[config.mk]
export PLATFORM = sky130hd
export DESIGN_NAME = ecc_20_scrub_ctrl
export DESIGN_NICKNAME = d
export VERILOG_FILES = /design/src/rtl/ecc_20_scrub_ctrl.sv
export SDC_FILE = /design/constraint.sdc
export NUM_CORES = 1
export LEC_CHECK = 0
export BUFFER_PORTS_ARGS = -buffer_cell sky130_fd_sc_hd__buf_2
export CORE_UTILIZATION = 40
export CTS_CLUSTER_DIAMETER = 100
export DETAILED_ROUTE_END_ITERATION = 10
export PLACE_DENSITY = 0.69
export SLEW_MARGIN = 20
export SYNTH_ARGS = -nofsm -noshare
export SYNTH_HDL_FRONTEND = slang
export SYNTH_SLANG_ARGS = --single-unit
[constraint.sdc]
create_clock -name clk -period 4.85 [get_ports clk]
set_input_delay 0.485 -clock clk [delete_from_list [all_inputs] [get_ports clk]]
set_output_delay 0.485 -clock clk [all_outputs]
set_load 0.01 [all_outputs]
[src/rtl/ecc_20_scrub_ctrl.sv]
// Background ECC scrubber: walks the protected RAM, checks each word through the
// duplicated checker, writes back single-bit corrections and tallies uncorrectable events.
module ecc_20_scrub_ctrl #(
    parameter int DATA_WIDTH   = 20,
    parameter int PARITY_WIDTH = 6,
    parameter int ADDR_WIDTH   = 5,
    parameter int DEPTH        = 32,
    parameter int RD_LAT       = 1,
    parameter int CNT_WIDTH    = 8
) (
    input  logic                                 clk,
    input  logic                                 rst,
    input  logic                                 scrub_en,
    input  logic [15:0]                          scrub_interval,
    input  logic                                 fifo_busy,
    output logic                                 ram_rd_en,
    output logic [ADDR_WIDTH-1:0]                ram_rd_addr,
    input  logic [DATA_WIDTH+PARITY_WIDTH-1:0]   ram_rd_data,
    output logic                                 ram_wr_en,
    output logic [ADDR_WIDTH-1:0]                ram_wr_addr,
    output logic [DATA_WIDTH+PARITY_WIDTH-1:0]   ram_wr_data,
    output logic [DATA_WIDTH-1:0]                chk_data,
    output logic [PARITY_WIDTH-1:0]              chk_parity,
    output logic                                 chk_fault_detc_en,
    input  logic [DATA_WIDTH-1:0]                chk_data_out,
    input  logic                                 chk_ecc_fault,
    input  logic                                 chk_sbit_err,
    input  logic                                 chk_dbit_err,
    output logic [DATA_WIDTH-1:0]                enc_data,
    input  logic [PARITY_WIDTH-1:0]              enc_parity,
    output logic                                 busy,
    output logic                                 pass_done,
    output logic [CNT_WIDTH-1:0]                 sbit_cnt,
    output logic [CNT_WIDTH-1:0]                 dbit_cnt,
    output logic [CNT_WIDTH-1:0]                 fault_cnt,
    output logic [ADDR_WIDTH-1:0]                dbit_addr,
    output logic                                 err_pulse
);

    localparam int CNT_SBIT  = 0;
    localparam int CNT_DBIT  = 1;
    localparam int CNT_FAULT = 2;

    typedef enum logic [2:0] {
        S_IDLE,
        S_RD,
        S_LAT,
        S_CHK,
        S_WB,
        S_NEXT,
        S_WAIT
    } state_t;

    state_t                  state_reg, state_next;
    logic [ADDR_WIDTH-1:0]   ptr_reg, ptr_next;
    logic [2:0]              lat_reg, lat_next;
    logic [15:0]             ivl_reg, ivl_next;
    logic                    busy_seen_reg, busy_seen_next;
    logic [DATA_WIDTH-1:0]   wb_data_reg, wb_data_next;
    logic [ADDR_WIDTH-1:0]   dbit_addr_reg, dbit_addr_next;
    logic                    fdet_reg;
    logic [2:0]              cnt_inc;
    logic [CNT_WIDTH-1:0]    cnt_val [3];
    logic                    rd_en_c, wr_en_c, pass_done_c, err_c;
    logic                    last_addr;

    assign last_addr = (ptr_reg == ADDR_WIDTH'(DEPTH - 1));

    always_comb begin
        state_next     = state_reg;
        ptr_next       = ptr_reg;
        lat_next       = lat_reg;
        ivl_next       = ivl_reg;
        busy_seen_next = busy_seen_reg;
        wb_data_next   = wb_data_reg;
        dbit_addr_next = dbit_addr_reg;
        cnt_inc        = 3'b000;
        rd_en_c        = 1'b0;
        wr_en_c        = 1'b0;
        pass_done_c    = 1'b0;
        err_c          = 1'b0;
        case (state_reg)
            S_IDLE: begin
                if (scrub_en) begin
                    state_next = S_RD;
                end
            end
            S_RD: begin
                // The functional port owns the RAM whenever it is busy.
                if (!fifo_busy) begin
                    rd_en_c        = 1'b1;
                    busy_seen_next = 1'b0;
                    lat_next       = 3'(RD_LAT - 1);
                    state_next     = (RD_LAT == 1) ? S_CHK : S_LAT;
                end
            end
            S_LAT: begin
                if (fifo_busy) begin
                    busy_seen_next = 1'b1;
                end
                if (lat_reg <= 3'd1) begin
                    state_next = S_CHK;
                end else begin
                    lat_next = lat_reg - 3'd1;
                end
            end
            S_CHK: begin
                if (fifo_busy) begin
                    busy_seen_next = 1'b1;
                end
                if (chk_ecc_fault) begin
                    cnt_inc[CNT_FAULT] = 1'b1;
                    err_c              = 1'b1;
                    state_next         = S_NEXT;
                end else if (chk_dbit_err) begin
                    cnt_inc[CNT_DBIT] = 1'b1;
                    dbit_addr_next    = ptr_reg;
                    err_c             = 1'b1;
                    state_next        = S_NEXT;
                end else if (chk_sbit_err) begin
                    wb_data_next = chk_data_out;
                    state_next   = S_WB;
                end else begin
                    state_next = S_NEXT;
                end
            end
            S_WB: begin
                // Any functional access since the read may have changed the word: re-read it.
                if (busy_seen_reg || fifo_busy) begin
                    busy_seen_next = 1'b1;
                    state_next     = S_RD;
                end else begin
                    wr_en_c           = 1'b1;
                    cnt_inc[CNT_SBIT] = 1'b1;
                    state_next        = S_NEXT;
                end
            end
            S_NEXT: begin
                pass_done_c = last_addr;
                ptr_next    = last_addr ? '0 : ptr_reg + 1'b1;
                ivl_next    = scrub_interval;
                if (!scrub_en) begin
                    ptr_next   = '0;
                    state_next = S_IDLE;
                end else if (scrub_interval == 16'd0) begin
                    state_next = S_RD;
                end else begin
                    state_next = S_WAIT;
                end
            end
            S_WAIT: begin
                if (!scrub_en) begin
                    ptr_next   = '0;
                    state_next = S_IDLE;
                end else if (ivl_reg <= 16'd1) begin
                    state_next = S_RD;
                end else begin
                    ivl_next = ivl_reg - 16'd1;
                end
            end
            default: begin
                state_next = S_IDLE;
            end
        endcase
    end

    always_ff @(posedge clk) begin
        if (rst) begin
            state_reg     <= S_IDLE;
            ptr_reg       <= '0;
            lat_reg       <= '0;
            ivl_reg       <= '0;
            busy_seen_reg <= 1'b0;
            wb_data_reg   <= '0;
            dbit_addr_reg <= '0;
        end else begin
            state_reg     <= state_next;
            ptr_reg       <= ptr_next;
            lat_reg       <= lat_next;
            ivl_reg       <= ivl_next;
            busy_seen_reg <= busy_seen_next;
            wb_data_reg   <= wb_data_next;
            dbit_addr_reg <= dbit_addr_next;
        end
    end

    always_ff @(posedge clk) begin
        fdet_reg <= 1'b1;
    end

    genvar gi;
    generate
        for (gi = 0; gi < 3; gi++) begin : g_cnt
            logic [CNT_WIDTH-1:0] cnt_reg;
            always_ff @(posedge clk) begin
                if (rst) begin
                    cnt_reg <= '0;
                end else if (cnt_inc[gi] && (cnt_reg != {CNT_WIDTH{1'b1}})) begin
                    cnt_reg <= cnt_reg + 1'b1;
                end
            end
            assign cnt_val[gi] = cnt_reg;
        end
    endgenerate

    // Strobes are masked by rst so a reset landing in WB never commits the write.
    assign ram_rd_en         = rd_en_c & ~rst;
    assign ram_wr_en         = wr_en_c & ~rst;
    assign pass_done         = pass_done_c & ~rst;
    assign err_pulse         = err_c & ~rst;
    assign ram_rd_addr       = ptr_reg;
    assign ram_wr_addr       = ptr_reg;
    assign ram_wr_data       = {enc_parity, wb_data_reg};
    assign chk_data          = ram_rd_data[DATA_WIDTH-1:0];
    assign chk_parity        = ram_rd_data[DATA_WIDTH+PARITY_WIDTH-1:DATA_WIDTH];
    assign chk_fault_detc_en = fdet_reg;
    assign enc_data          = wb_data_reg;
    assign busy              = (state_reg != S_IDLE);
    assign sbit_cnt          = cnt_val[CNT_SBIT];
    assign dbit_cnt          = cnt_val[CNT_DBIT];
    assign fault_cnt         = cnt_val[CNT_FAULT];
    assign dbit_addr         = dbit_addr_reg;

endmodule

**Word-level counts from Yosys, hierarchy flattened**

Cells that the tools add are included.

- Reduce and logical (&&, ||, !) cells: 18
- Add/sub/neg operators: 6
- Bitwise operators: 7
- $lt $le $gt $ge: 2
- Mux-type cells: 37
- Equality and inequality tests: 20

Operators by type and width:

| kind | number |
|---|---|
| 3-bit 2-to-1 mux | 12 |
| 16-bit 2-to-1 mux | 2 |
| 16-bit case mux with 2 select lines | 1 |
| 8-bit by 1-bit adder with 8-bit output (second input constant) | 3 |
| 8-bit != test (second input constant) | 3 |
| 3-bit case mux with 7 select lines | 1 |
| 16-bit by 1-bit <= comparator with 1-bit output (second input constant) | 1 |
| 16-bit logical NOT | 1 |
| 2-bit != test (second input constant) | 8 |
| 16-bit by 1-bit subtractor with 16-bit output (second input constant) | 1 |
| 5-bit 2-to-1 mux | 3 |
| 1-bit 2-to-1 mux | 14 |
| 4-bit AND reduction | 3 |
| 5-bit case mux with 2 select lines | 1 |
| 3-bit == test (second input constant) | 3 |
| 3-bit AND reduction | 3 |
| 3-bit by 2-bit == test with 1-bit output (second input constant) | 2 |
| 3-bit case mux with 2 select lines | 1 |
| 3-bit nonzero test | 2 |
| 5-bit by 1-bit adder with 5-bit output (second input constant) | 1 |
| 5-bit == test (second input constant) | 1 |
| 1-bit bitwise AND | 4 |
| 2-bit nonzero test | 2 |
| 3-bit by 1-bit == test with 1-bit output (second input constant) | 1 |
| other kinds (12) | 16 |

- Bits of input ports: 75
- Flip-flop bits (word level): 77
- Output and inout port bits: 117

**Logic depth before layout (Yosys ltp)**

Gate-level depths: netlist (run 1).

- Depth after elaboration: 4
- Mapped depth: 9
- Depth with buffers taken out: 7

**Least setup slack after synthesis (run 1)**

No wires, ideal clock.

- Kind: input port to output port
- Start: in rst
- End: out err_pulse
- Cell stages on the path: 4
- Arrival time: 1399 ps
- Required time: 4365 ps
- Buffers on the path: 3
- Path slack: 2966 ps
- Cell sequence: clkbuf_1 -> clkbuf_1 -> buf_1 -> nor3_1

- Cells in the longest elaborated chain, start to end: 2

Ends and longest elaborated chain:

| what | RTL line | source |
|---|---|---|
| start: declaration | 12 | `input logic rst,` |
| 1-bit NOT | 210 | `assign err_pulse = err_c & ~rst;` |
| 1-bit bitwise AND | 210 |  |
| end: declaration | 37 | `output logic err_pulse` |

Every way passes these cells.

**Worst setup path after layout (run 1)**

- Start: reg state_reg[2]
- End: reg ivl_reg[0]

- Cells in the longest elaborated chain, start to end: 3

Ends and longest elaborated chain:

| what | RTL line | source |
|---|---|---|
| start: declaration | 54 | `state_t state_reg, state_next;` |
| start signal: assignment | 177 | `state_reg <= state_next;` |
| 3-bit == test | 82 | `case (state_reg)` |
| 2-bit != test (no source line) / 2-bit nonzero test (equally long branches) | - |  |
| 3-bit AND reduction (no source line) | - |  |
| end signal: assignment | 180 | `ivl_reg <= ivl_next;` |
| end: declaration | 57 | `logic [15:0] ivl_reg, ivl_next;` |

Parallel ways exist; a longest one is shown, timed or not.
A chain may end at the register's enable or synchronous reset.

==> results of run 1 <==
## cell usage after synthesis (7+ instances only)
cell type,number
a21oi_1,47
nor2_1,51
xnor2_1,18
inv_1,13
clkbuf_1,20
o21ai_0,23
mux2i_1,8
ha_1,9
dfxtp_1,77
nand2_1,80
nor3_1,17
nand4_1,7
nor4_1,10
buf_4,59
nand3_1,15
## kinds of logic (layout without fill, tap and decap cells)
group                    Yosys count  after routing
AO/OA/AOI/OAI                    113            113
adder cells (fa/ha/maj)            9              9
multiplexers                       8              8
other                              1              1
AND/OR/NAND/NOR                  217            217
XOR/XNOR                          20             20
buffers and inverters             99            157
flip-flops                        77             77
## power by group
part	switching [mW]	internal (mW)
sequential	0.0478	0.657
combinational	0.134	0.0986
clock	0.267	0.246
## how the worst max path moves through the flow
stage               depth (start not counted)    startpoint    endpoint
floorplan                                   4           rst   err_pulse
global placement                            5  state_reg[2]  ivl_reg[0]
detailed placement                          5  state_reg[2]  ivl_reg[0]
CTS                                         5  state_reg[2]  ivl_reg[0]
global route                                5  state_reg[2]  ivl_reg[0]
finish                                      5  state_reg[2]  ivl_reg[0]
## cell type report
class / count / area, sq um / share of cell area (%)
Tap cell: 136 / 170 / 3.56
Clock inverter: 7 / 82.6 / 1.73
Multi-Input combinational cell: 368 / 2170 / 45.4
Clock buffer: 9 / 124 / 2.59
Timing Repair Buffer: 128 / 646 / 13.5
Sequential cell: 77 / 1540 / 32.2
Inverter: 13 / 48.8 / 1.02
## tightest hold or removal path, stage by stage
cell and delay [ns]:
buf_2 0.10, nand2_1 0.05, a21oi_1 0.05
## stage by stage
step	instances	area, sq um	power (mW)	utilization [%]
after floorplan	544	4330	0.905	-
after global placement	722	4570	0.935	43.9
after detailed placement	722	4570	0.951	43.9
after CTS	738	4780	1.47	45.9
after global routing	738	4780	1.53	45.9
final	738	4780	1.45	45.9
## routing by layer
layer	share of wire, %	vias up
met2	47	140
met3	6.2	28
met4	2.3	0
met1	45	1798
met5	0	-
li1	-	1935
==> metrics, run 1 <==
GR peak layer=met2; Worst Path Required=5.13 ns; FF-to-FF Start=state_reg[2]; number of flip-flops in the largest register=20; Distinct cells, synth=59; commonest cells after routing, fill and taps aside=buf_2 (126), nand2_1 (80), dfxtp_1 (77); Post-DP HPWL=7.59 mm; yosys warns=0; CP arrival=3.14 ns; slew margin rel.=22.8%; CP Buf/Inv Count=0; DR iter-0 viols=222; peak supply drop=135 uV; cts repair resizes=0; met3 usage=5.58%; initial antenna violation count=0; worst min-delay path startpoint=chk_data_out[2]; GPL Wtd Cong=0.860; fin crit share=59.0%; vias after detailed routing=3,901; CTS tree=yes; fraction of layout cells with a size suffix above 1=26.9%; core outline area=0.0104 sq mm; H-tree depth=3; vias per inst=5.29; Synth Area in Compound Gates=17.1%; # Post-CTS Setup Buffers=0; I/O Buffers=126; top cells by area, synth=dfxtp_1 (36%), buf_4 (10%), nand2_1 (6.9%); first-pass GRT wire length=17.3 mm; pwr/cell area=303 mW/mm^2; Worst Tran Pin Value=1.16 ns; leakage power total=2.01 nW; FP Rows=37; Sink Count=77; synthesized area per cell=7.95 sq um; Setup crit end kind=flop; mux cell area share after synthesis=1.85%; area leader, netlist=dfxtp_1; maximum capacitance violations=0; total grt overflow=0; post-synthesis simple-gate area fraction=24.4%; combinational family with the most area after synthesis=simple AND/OR/NAND/NOR gates; area share of the largest cell type after synthesis=35.6%; DRC viols=0; number of global-route vias before repair=3,650; gr usage total=19.1%; Reg2Reg Setup Slack=1.99 ns; R2R depth=5; met2 Use GR=31.6%; CP max stage delay=0.91 ns; Max Root-Sink Buffers=2; RSZ-0062 raised after global routing=false; Area Overhead vs Synth=10.5%; register area share after synthesis=35.6%; Routed wire per std cell=14.2 um; fill cell count=1,035; Setup crit start kind=flop; worst reg2reg endpoint=ivl_reg[0]; EDFF count, synth=0; Top cell by count, worst path=a21oi_1; CTS clk-pin slew, worst paths=0.09 ns; Nets=681; Synth async-reset ratio=0%; Final setup violation count=0; Hold Crit Depth=3; Synth Flop Type=dfxtp_1; critical path peak fanout=20; final setup margin=1.99 ns; Root Buffer=clkbuf_8; ordered cell list for the critical path=and3b_1 -> a21oi_1 -> a21oi_1 -> nand3_1 -> a31oi_2; cts hold-fix bufs=0; synthesis-stage register bit count=77; run status=complete, no violations; max frequency=0.350 GHz; max-slew violation count=0; starting density of the core=41.5%; Die ar.=0.0112 sq mm; min Tclk post-route=2.86 ns; most common cell after layout, fill and taps aside=buf_2; Hold Slack=0.362 ns; DR pass1 iterations=4; Slowest cell on crit path=a21oi_1; drt total wl=10.5 mm; cell family with most CP delay=compound AO/OA/AOI/OAI gates; Hold/Removal Path Class=in2reg; Place WS=2.11 ns; # IOs=192; setup_tns=0 ns; WS Path Type=reg2reg; met1 usage=23.3%; Inserted Clock Buffers=9; Synth Area in XOR/XNOR=4.05%; die width=106 um; Adder-Cell Fraction of Synth Area=2.60%; largest net degree at the start of global routing=67; Synth Instances=544; Cell Area, Synth=0.00433 sq mm; antenna-violating nets left=0; # diodes=0; Clock Latency Late Sink=0.36 ns; Syn Nets=628; Die H=106 um; final hold violations=0; Hold Crit Endpoint=enc_data[2]; Final Skew=0.00940 ns
(Power assumes the default switching activity.)
==> run 2, diff against run 1 <==
ABC_AREA = 1   (was default)
PLACE_DENSITY = 0.71   (was 0.69)
clock period = 2.55 ns   (was 4.85 ns; I/O delays follow)
==> run 2 against run 1 <==
  * Global-route usage fell by 1.6 points
  * Clock skew is 0.0028 ns lower
  * Clock-buffer cell count rose by 4
  * Register-to-register slack worse by 1.2 ns
  * Worst hold slack lost 0.21 ns
  * Critical path type is now reg2out
==> metrics, run 2 <==
Sink Count=77; CP max stage delay=0.42 ns; first-pass GRT wire length=16.6 mm; DRC viols=0; Worst Path Required=2.30 ns; number of flip-flops in the largest register=20; I/O Buffers=126; Max Root-Sink Buffers=2; fraction of layout cells with a size suffix above 1=23.5%; top-count cell post-synth=nor2_1; Storage cell area=0.00154 sq mm; cts hold-fix bufs=0; fin crit share=81.4%; FP Rows=38; CTS clk-pin slew, worst paths=0.06 ns; Clock Latency Late Sink=0.33 ns; Distinct cells, synth=39; Setup crit end kind=output pin; RSZ-0062 raised after global routing=false; Inserted Clock Buffers=9; Cell Area, Synth=0.00455 sq mm; Commonest cells post-synth=nor2_1 (128), nand2_1 (125), dfxtp_1 (77), buf_4 (60), inv_1 (58); die width=109 um; WS Path Type=reg2out; peak supply drop=349 uV; min Tclk post-route=2.08 ns; Routed wire per std cell=11.5 um; gr usage total=17.5%; area leader, netlist=dfxtp_1; Nets=828; Synth Instances=680; total grt overflow=0; Worst Tran Pin Value=0.619 ns; vias per inst=4.72; setup_tns=0 ns; Root Buffer=clkbuf_16; yosys warns=0; H-tree depth=3; Slowest cell on crit path=dfxtp_1; cts repair resizes=0; Setup crit start kind=flop; # Post-CTS Setup Buffers=0; CTS tree=yes; number of global-route vias before repair=3,623; Die H=109 um; drt total wl=10.2 mm; Hold/Removal Path Class=in2reg; EDFF count, synth=0; Final setup violation count=0; run status=complete, no violations; maximum capacitance violations=0; # diodes=0; Final Skew=0.00658 ns; Syn Nets=764; cell family with most CP delay=flip-flops; slew margin rel.=58.7%; CP arrival=1.82 ns; Area Overhead vs Synth=13.4%; pwr/cell area=648 mW/mm^2; max frequency=0.481 GHz; Synth async-reset ratio=0%; fill cell count=1,121; register area share after synthesis=33.9%; critical path peak fanout=6; synthesized area per cell=6.69 sq um; most common cell after layout, fill and taps aside=nor2_1; initial antenna violation count=0; CP Buf/Inv Count=3; synthesis-stage register bit count=77; Die ar.=0.0118 sq mm; area share of the largest cell type after synthesis=33.9%; max-slew violation count=0; cell area after layout=0.00516 sq mm; Post-Place Cell Area=0.00485 sq mm; final hold violations=0; leakage power total=2.65 nW; antenna-violating nets left=0; largest net degree at the start of global routing=31; GPL Wtd Cong=0.832; starting density of the core=41.4%; commonest cells after routing, fill and taps aside=nor2_1 (128), buf_2 (126), nand2_1 (125); Multi-input gate area=0.00220 sq mm; ordered cell list for the critical path=ha_1 -> inv_1 -> nor3_1 -> ha_1 -> inv_1 -> nor3_1 -> buf_2; # IOs=192; Synth Flop Type=dfxtp_1; top cells by area, synth=dfxtp_1 (34%), nor2_1 (11%), nand2_1 (10%); DR pass1 iterations=4; vias after detailed routing=4,200; Post-DP HPWL=7.25 mm; DR iter-0 viols=195; core outline area=0.0110 sq mm
run 2: logic make-up (layout without fill, tap and decap cells):
group / after synthesis / in the layout / share of synthesized area [%]
and+or+nand+nor: 329 / 329 / 31.2
adders and majority gates: 9 / 9 / 2.48
AOI/OAI and AO/OA: 101 / 101 / 11.6
buffers and inverters: 147 / 216 / 17.7
DFF: 77 / 77 / 33.9
xor gates and xnor gates: 16 / 16 / 3.08
other: 1 / 1 / 0.0824
run 2: path summary, 6_finish.rpt:
| check | from | end | slack (ns) | cells past startpoint |
|---|---|---|---|---|
| setup / recovery | ram_rd_addr[1] | pass_done | 0.47 | 7 |
| hold / removal | chk_data_out[19] | enc_data[19] | 0.15 | 3 |
| setup reg to reg | state_reg[0] | ram_rd_addr[2] | 0.75 | 6 |
| hold reg to reg | lat_reg[2] | lat_reg[2] | 0.47 | 2 |
run 2: power by group:
group / internal (mW) / total (mW) / switching, mW / leakage (nW)
registers: 1.27 / 1.33 / 0.0656 / 0.621
clock network: 0.837 / 1.33 / 0.493 / 0.152
logic: 0.252 / 0.680 / 0.427 / 1.88
total: 2.36 / 3.34 / 0.986 / 2.65
run 2: per-stage QoR:
stage / std cells / util [%] / power [mW] / setup WS, ns / hold WS, ns
after floorplan: 680 / - / 1.93 / 1.00 / 0.390
after detailed placement: 873 / 44.1 / 2.03 / 0.773 / 0.463
final: 889 / 47.0 / 3.34 / 0.473 / 0.148
after global placement: 873 / 44.1 / 2.03 / 0.847 / 0.468
after CTS: 889 / 47.0 / 3.38 / 0.503 / 0.135
after global routing: 889 / 47.0 / 3.56 / 0.267 / 0.145
run 2: cell type report:
cell class / count / share of cell area (%)
Tap cell: 140 / 3.39
Clock buffer: 13 / 5.24
Timing Repair Buffer: 130 / 12.8
Inverter: 70 / 5.19
Clock inverter: 3 / 0.824
Multi-Input combinational cell: 456 / 42.7
Sequential cell: 77 / 29.9
run 2: worst register-to-register path: cells and delay by family (launching register included):
kind / cells / cell delay [ns]
buffers and inverters: 2 / 0.29
and+or+nand+nor: 2 / 0.35
AOI/OAI and AO/OA: 2 / 0.57
DFF: 1 / 0.51
run 2: per-layer routing:
| metal | vias up | share of wire, % | GRT usage [%] | wire [um] |
|---|---|---|---|---|
| met5 | - | 0 | 0 | 0 |
| met4 | 0 | 1.0 | 5.89 | 106 |
| met3 | 10 | 5.3 | 4.12 | 538 |
| met2 | 114 | 44 | 27.5 | 4440 |
| met1 | 1858 | 50 | 23.4 | 5100 |
| li1 | 2218 | - | - | - |
==> run 3, diff against run 2 <==
PLACE_DENSITY = 0.69   (was 0.71)
clock period = 2 ns   (was 2.55 ns; I/O delays follow)
==> run 3 against run 2 <==
  * Combinational power rose by 27%
  * Via count rose by 0.21%
  * Core utilization rose by 0.080 points
  * Cell count did not move
  * Total power rose by 25%
  * Register-to-register slack got worse by 0.48 ns
==> metrics, run 3 (synthesized netlist as in run 2, its figures left out) <==
worst min-delay path startpoint=chk_data_out[19]; Die ar.=0.0118 sq mm; Slowest cell on crit path=dfxtp_4; Post-Place Cell Area=0.00485 sq mm; I/O Buffers=126; Sink Count=77; core outline area=0.0110 sq mm; starting density of the core=41.4%; slew margin rel.=57.5%; Post-DP HPWL=7.34 mm; CP max stage delay=0.37 ns; final hold violations=0; drt total wl=10.3 mm; cts hold-fix bufs=0; Setup crit start kind=flop; vias after detailed routing=4,209; cell family with most CP delay=adder cells; Hold/Removal Path Class=in2reg; antenna-violating nets left=0; first-pass GRT wire length=17.2 mm; largest net degree at the start of global routing=28; total chip power=4.17 mW; vias per inst=4.73; critical path peak fanout=6; DRC viols=0; FF-to-FF Start=ivl_reg[0]; # diodes=0; Final Skew=0.00701 ns; GPL Wtd Cong=0.848; Area Overhead vs Synth=13.6%; gr usage total=18.5%; total grt overflow=0; fin crit share=93.6%; run status=complete, no violations; number of flip-flops in the largest register=20; CTS tree=yes; CTS clk-pin slew, worst paths=0.06 ns; peak supply drop=569 uV; crit path launch=ram_rd_addr[1]; DR iter-0 viols=259; Setup crit end kind=output pin; Root Buffer=clkbuf_16; # IOs=192; leakage power total=2.65 nW; Worst Tran Pin Value=0.637 ns; number of global-route vias before repair=3,751; max frequency=0.534 GHz; commonest cells after routing, fill and taps aside=nor2_1 (128), buf_2 (126), nand2_1 (125); Max Root-Sink Buffers=2; FP Rows=38; CP Buf/Inv Count=3; Clock Latency Late Sink=0.34 ns; min Tclk post-route=1.87 ns; die width=109 um; ordered cell list for the critical path=ha_2 -> inv_1 -> nor3_2 -> ha_2 -> inv_1 -> nor3_2 -> buf_2; Worst Path Required=1.80 ns; initial antenna violation count=0; pwr/cell area=807 mW/mm^2; # Post-CTS Setup Buffers=0; H-tree depth=3; DR pass1 iterations=5; cell area after layout=0.00517 sq mm; WS Path Type=reg2out; CP arrival=1.67 ns; maximum capacitance violations=0; Nets=829; Final setup violation count=0; Die H=109 um; Routed wire per std cell=11.6 um; fraction of layout cells with a size suffix above 1=24.3%; most common cell after layout, fill and taps aside=nor2_1; Inserted Clock Buffers=9; max-slew violation count=0
run 3: changes by cell type in the layout (fill, tap and decap cells not counted), sizes merged:
cell	before	now
clkinv	2	4
clkbuf	13	11
buf	130	131
clkinvlp	1	0
run 3: through the flow:
stage          cells  hold WS [ns]  util (%)  setup WS [ns]  TNS, ns
2_1_floorplan    680         0.335         -          0.505        0
3_3_place_gp     874         0.400      44.2          0.323        0
3_5_place_dp     874         0.400      44.2          0.259        0
4_1_cts          889        0.0663      46.9        0.00396        0
5_1_grt          889        0.0826      47.1        -0.0225  -0.0225
6_report         889        0.0793      47.1          0.129        0
run 3: tightest hold or removal path: stages:
cell    delay [ns]
buf_2         0.07
nor2_1        0.03
nor2_1        0.08
run 3: area by class of cell:
cell class                 instances  area (sq um)
clock buffer                      11           243
clock inverter                     4          48.8
fill                            1158          5810
inverter                          70           268
multi-input combinational        456          2220
sequential                        77          1550
tap                              140           175
timing repair buffer             131           668
run 3: power breakdown:
part,switching [mW],leakage (nW),internal [mW]
sequential,0.0875,0.623,1.61
combinational,0.539,1.88,0.321
clock,0.619,0.145,0.991
total,1.25,2.65,2.92
run 3: final timing paths:
check / endpoint / slack [ns] / cells past startpoint
setup / recovery: pass_done / 0.13 / 7
hold / removal: enc_data[19] / 0.08 / 3
setup reg to reg: ivl_reg[3] / 0.27 / 10
hold reg to reg: lat_reg[2] / 0.46 / 2
run 3: repair_timing:
item | CTS | global route
gates resized for setup | 2 | 6
pin swaps | 0 | 2
gates cloned | 0 | 0
setup endpoints to repair | 1 | 1
run 3: metal layers:
layer / global-route usage, % / vias up / routed length (um)
li1: - / 2215 / -
met1: 23.8 / 1855 / 4890
met2: 29.1 / 119 / 4580
met3: 6.58 / 20 / 700
met4: 5.41 / 0 / 99
met5: 0 / - / 0
